==> src/rtl/systolic_matmul_mkn.sv <==
// systolic_matmul_mkn: output-stationary M x K by K x N systolic multiplier.
// Skewed operand feed, per-PE accumulators, valid/ready job handshake.
module systolic_matmul_mkn #(
  parameter int M      = 3,
  parameter int K      = 3,
  parameter int N      = 3,
  parameter int DATA_W = 4,
  parameter int ACC_W  = 16
) (
  input  logic                             clock,
  input  logic                             nreset,
  input  logic                             valid_i,
  input  logic [M-1:0][K-1:0][DATA_W-1:0]  a_input,
  input  logic [K-1:0][N-1:0][DATA_W-1:0]  b_input,
  input  logic                             signed_i,
  input  logic                             accumulate_i,
  output logic                             in_ready_o,
  output logic                             done_o,
  output logic                             busy_o,
  output logic [M-1:0][N-1:0][ACC_W-1:0]   c_output
);

  localparam int TW = $clog2(M + N + K);
  localparam logic [TW-1:0] T_LAST = TW'(M + N + K - 3);

  typedef enum logic [1:0] {
    IDLE,
    LOAD,
    COMP,
    DONE
  } state_t;

  state_t state, state_nxt;

  logic [TW-1:0] t;
  logic          last;
  logic          accept;

  logic [M-1:0][K-1:0][DATA_W-1:0] a_lat;
  logic [K-1:0][N-1:0][DATA_W-1:0] b_lat;
  logic                            sgn_lat;
  logic                            acc_lat;

  logic [DATA_W-1:0] a_edge [M];
  logic [DATA_W-1:0] b_edge [N];
  logic [DATA_W-1:0] a_pe   [M][N];
  logic [DATA_W-1:0] b_pe   [M][N];
  logic [DATA_W-1:0] a_reg  [M][N];
  logic [DATA_W-1:0] b_reg  [M][N];
  logic [ACC_W-1:0]  acc    [M][N];
  logic [ACC_W-1:0]  acc_nxt[M][N];

  function automatic logic [ACC_W-1:0] ext(
    input logic [DATA_W-1:0] x,
    input logic              s
  );
    ext = {{(ACC_W-DATA_W){s & x[DATA_W-1]}}, x};
  endfunction

  assign accept = valid_i && in_ready_o;
  assign last   = (state == COMP) && (t == T_LAST);

  // State register
  always_ff @(posedge clock or negedge nreset) begin
    if (!nreset) state <= IDLE;
    else         state <= state_nxt;
  end

  // Next state and status outputs
  always_comb begin
    state_nxt  = state;
    in_ready_o = 1'b0;
    done_o     = 1'b0;
    busy_o     = 1'b0;
    unique case (state)
      IDLE: begin
        in_ready_o = 1'b1;
        if (valid_i) state_nxt = LOAD;
      end
      LOAD: begin
        busy_o    = 1'b1;
        state_nxt = COMP;
      end
      COMP: begin
        busy_o = 1'b1;
        if (last) state_nxt = DONE;
      end
      DONE: begin
        done_o     = 1'b1;
        in_ready_o = 1'b1;
        state_nxt  = valid_i ? LOAD : IDLE;
      end
      default: state_nxt = IDLE;
    endcase
  end

  // Skewed edge feed: row i / column j enter delayed by i / j steps
  always_comb begin
    for (int i = 0; i < M; i++) begin
      a_edge[i] = '0;
      for (int k = 0; k < K; k++)
        if (32'(t) == 32'(i + k)) a_edge[i] = a_lat[i][k];
    end
    for (int j = 0; j < N; j++) begin
      b_edge[j] = '0;
      for (int k = 0; k < K; k++)
        if (32'(t) == 32'(j + k)) b_edge[j] = b_lat[k][j];
    end
  end

  // PE operand routing and multiply-accumulate
  always_comb begin
    for (int i = 0; i < M; i++) begin
      for (int j = 0; j < N; j++) begin
        a_pe[i][j] = (j == 0) ? a_edge[i]
                   : a_reg[i][(j == 0) ? 0 : j - 1];
        b_pe[i][j] = (i == 0) ? b_edge[j]
                   : b_reg[(i == 0) ? 0 : i - 1][j];
        acc_nxt[i][j] = acc[i][j]
                      + ext(a_pe[i][j], sgn_lat)
                      * ext(b_pe[i][j], sgn_lat);
      end
    end
  end

  // PE accumulators and operand forwarding registers
  always_ff @(posedge clock or negedge nreset) begin
    if (!nreset) begin
      for (int i = 0; i < M; i++)
        for (int j = 0; j < N; j++) begin
          acc[i][j]   <= '0;
          a_reg[i][j] <= '0;
          b_reg[i][j] <= '0;
        end
    end else if (state == LOAD) begin
      for (int i = 0; i < M; i++)
        for (int j = 0; j < N; j++) begin
          if (!acc_lat) acc[i][j] <= '0;
          a_reg[i][j] <= '0;
          b_reg[i][j] <= '0;
        end
    end else if (state == COMP) begin
      for (int i = 0; i < M; i++)
        for (int j = 0; j < N; j++) begin
          acc[i][j]   <= acc_nxt[i][j];
          a_reg[i][j] <= a_pe[i][j];
          b_reg[i][j] <= b_pe[i][j];
        end
    end
  end

  // Job latch, step counter and result capture
  always_ff @(posedge clock or negedge nreset) begin
    if (!nreset) begin
      a_lat    <= '0;
      b_lat    <= '0;
      sgn_lat  <= 1'b0;
      acc_lat  <= 1'b0;
      t        <= '0;
      c_output <= '0;
    end else begin
      if (accept) begin
        a_lat   <= a_input;
        b_lat   <= b_input;
        sgn_lat <= signed_i;
        acc_lat <= accumulate_i;
      end
      if (state == LOAD)      t <= '0;
      else if (state == COMP) t <= t + 1'b1;
      if (last)
        for (int i = 0; i < M; i++)
          for (int j = 0; j < N; j++)
            c_output[i][j] <= acc_nxt[i][j];
    end
  end

endmodule

==> config.mk <==
export PLATFORM = sky130hd
export DESIGN_NAME = systolic_matmul_mkn
export DESIGN_NICKNAME = d
export VERILOG_FILES = /design/src/rtl/systolic_matmul_mkn.sv
export SDC_FILE = /design/constraint.sdc
export NUM_CORES = 1
export LEC_CHECK = 0
export CORE_UTILIZATION = 50
export DETAILED_ROUTE_END_ITERATION = 7
export HOLD_SLACK_MARGIN = 0.15
export MAX_ROUTING_LAYER = met4
export PLACE_DENSITY = 0.74
export SLEW_MARGIN = 40
export SYNTH_ARGS = -nofsm -noshare
export SYNTH_HDL_FRONTEND = slang
export SYNTH_SLANG_ARGS = --single-unit
==> constraint.sdc <==
create_clock -name clock -period 12.5 [get_ports clock]
set_input_delay 1.875 -clock clock [delete_from_list [all_inputs] [get_ports clock]]
set_output_delay 1.875 -clock clock [all_outputs]
set_load 0.005 [all_outputs]
==> qor.yml <==
global_route:
  antenna_found_initial: 1
  grt_max_degree: 124
  grt_use_total_pct: 24.1
  grt_pass1_wl_mm: 114
  overflow: 0
  grt_pass1_vias: 22300
critical_path:
  cp-end-kind: "flop"
  crit_fanout: 7
  cp-start-kind: "flop"
  crit_type: "reg -> reg"
  cp.arrival_ns: 7.89
  critical_path_required_ns: 12.97
sta:
  relSlewSlack_pct: 43.0
  fin_skew_ns: 0.0380
  hold_viol: 0
  setup_tns_ns: 0
  finalCriticalPeriod_ns: 7.42
  min_period_over_period_pct: 59.3
  finalSetupViolCount: 0
  finalMaxSlewViolations: 0
  setup_slack_ns: 5.08
  timing.fmax_mhz: 135
  worst_pin_slew_ns: 0.855
  rsz0062_at_grt: "no"
synth:
  syn-num-nets: 3576
  synth.avg_cell_area_um2: 9.77
  syn_inst: 3057
  synth-edff-count: 0
  synth.distinct_cells: 80
  yosysWarnings: 0
  netlist_area_um2: 29900
  synth_async_sr_flop_share_pct: 100
  postSynthRegisterBits: 416
  synth-main-ff-cell: "dfrtp_1"
  yosysSeqAreaShare_pct: 34.9
clocking:
  clock-sinks: 416
  cts_tree: "done"
  root_buffer: "clkbuf_16"
  cts_resized: 0
  cts_made_buffers: 48
  hold_buffers: 0
  clk_latency_ns: 0.62
  clockBufferDepth: 3
  htreeDepth: 2
  clk_pin_slew_ns: 0.06
  cts_setup_buffers: 0
detailed_routing:
  routed_wirelength_mm: 69.2
  drc: 0
  wl_per_cell_um: 17.0
  vias: 22200
  drt_iter0_markers: 1172
  viasPerCell: 5.46
  final_antenna_net_count: 0
  dr.pass1.iters: 5
cells_and_area:
  layout-area-overhead-vs-synth_pct: 16.0
  layout_common_cells: "dfrtp_1, nand2_1, inv_1"
  final_layout_size_suffix_gt1_share_pct: 8.27
  layout_commonest_cell: "dfrtp_1"
  final_nets: 3769
die:
  io_pins: 224
  start_util_pct: 50.6
  placementRows: 89
  coreArea_um2: 59000
  die_h_um: 246
  die_area_um2: 60700
  fp.dieW_um: 246
outcome:
  status: "completed"
job:
  timing.max_cap.violations: 0
power:
  p_leak_nw: 16.7
  powerDensity_nw_per_um2: 238
  peakVddDrop_mv: 0.147
min_path:
  hold_class: "reg -> reg"
placement:
  dpl.hpwl_mm: 50.9
  portBuffers: 223
  dp_slack_ns: 5.04
  gp_congestion: 0.884
## synthesized netlist by cell type, types with 59 or more instances
cell / instances / area [µm²]
dfrtp_1: 416 / 10400
inv_1: 319 / 1200
clkbuf_1: 93 / 349
a21oi_1: 135 / 676
a22o_1: 59 / 517
a21o_1: 59 / 443
nor2_1: 145 / 544
nand2_1: 341 / 1280
xnor2_1: 150 / 1310
ha_1: 282 / 3530
mux2_2: 108 / 1220
fa_1: 160 / 3200
o21ai_0: 224 / 1120
## worst max-delay path, cell delays in order (launching register included)
cell and delay [ns]:
dfrtp_1 0.41, inv_1 0.12, ha_1 0.20, nor4b_2 0.64
a22oi_1 0.19, nor2_1 0.12, a21oi_1 0.16, nand2b_1 0.30
inv_1 0.18, nand2_1 0.10, fa_1 0.52, fa_1 0.52
fa_1 0.54, inv_1 0.06, fa_1 0.46, a21o_1 0.17
a21oi_1 0.21, o21bai_1 0.09, a21oi_1 0.17, xnor2_1 0.38
ha_1 0.41, o21a_1 0.20, nor2_1 0.11, a21oi_2 0.07
a221oi_2 0.29, xnor2_1 0.21, o21ai_0 0.11, mux2_2 0.29
## cells by family (layout without fill, tap and decap cells)
group / after synthesis / after routing / synth area share (%)
xor gates and xnor gates: 208 / 208 / 6.10
adders and majority gates: 442 / 442 / 22.5
AOI/OAI and AO/OA: 719 / 719 / 15.5
buffers and inverters: 429 / 660 / 5.46
muxes: 110 / 110 / 4.14
other: 0 / 1 / 0
DFF: 416 / 416 / 34.9
and+or+nand+nor: 733 / 733 / 11.4
## state kept, by name (all words and copies together) (netlist names)
signal,cells
b_pe,24
state,2
acc_lat,1
a_lat,36
sgn_lat,1
a_pe,24
c_output,144
t,4
acc,144
b_lat,36
## path summary, 6_finish.rpt
kind,depth (start not counted),from,to,slack [ns]
min in group asynchronous,1,nreset,c_output[143],1.26
hold reg to reg,2,c_output[9],c_output[9],0.47
hold / removal,2,c_output[9],c_output[9],0.47
max in group asynchronous,3,nreset,acc[87],9.42
setup reg to reg,27,t[0],acc[143],5.08
setup / recovery,27,t[0],acc[143],5.08
## power by group
group,total (mW),internal (mW),switching [mW]
sequential,2.16,1.81,0.350
clock,1.49,0.882,0.608
combinational,4.58,1.90,2.68
total,8.23,4.59,3.64
## through the flow
step	instance area (µm²)	total power [mW]	hold WS [ns]	std cells	util (%)
floorplan	29900	5.30	0.455	3057	-
detailed placement	32900	6.75	0.461	3972	55.8
global placement	32800	6.64	0.459	3967	55.7
global route	34600	8.91	0.492	4062	58.7
CTS	34600	8.29	0.476	4060	58.6
finish	34600	8.23	0.472	4062	58.7
## layout make-up
class,count,area (µm²)
inverter,320,1200
clock buffer,60,1330
multi-input combinational,2212,17900
antenna,1,2.50
tap,773,967
timing repair buffer,252,2480
sequential,416,10400
clock inverter,28,349
fill,5125,24400
## per-layer routing
layer / GRT usage (%) / up-vias / wire length, µm
li1: - / 10800 / -
met1: 31.4 / 10800 / 31200
met2: 38.6 / 399 / 33000
met3: 3.17 / 132 / 2790
met4: 8.37 / 0 / 2250
met5: - / - / 0
(Power assumes the default switching activity.)
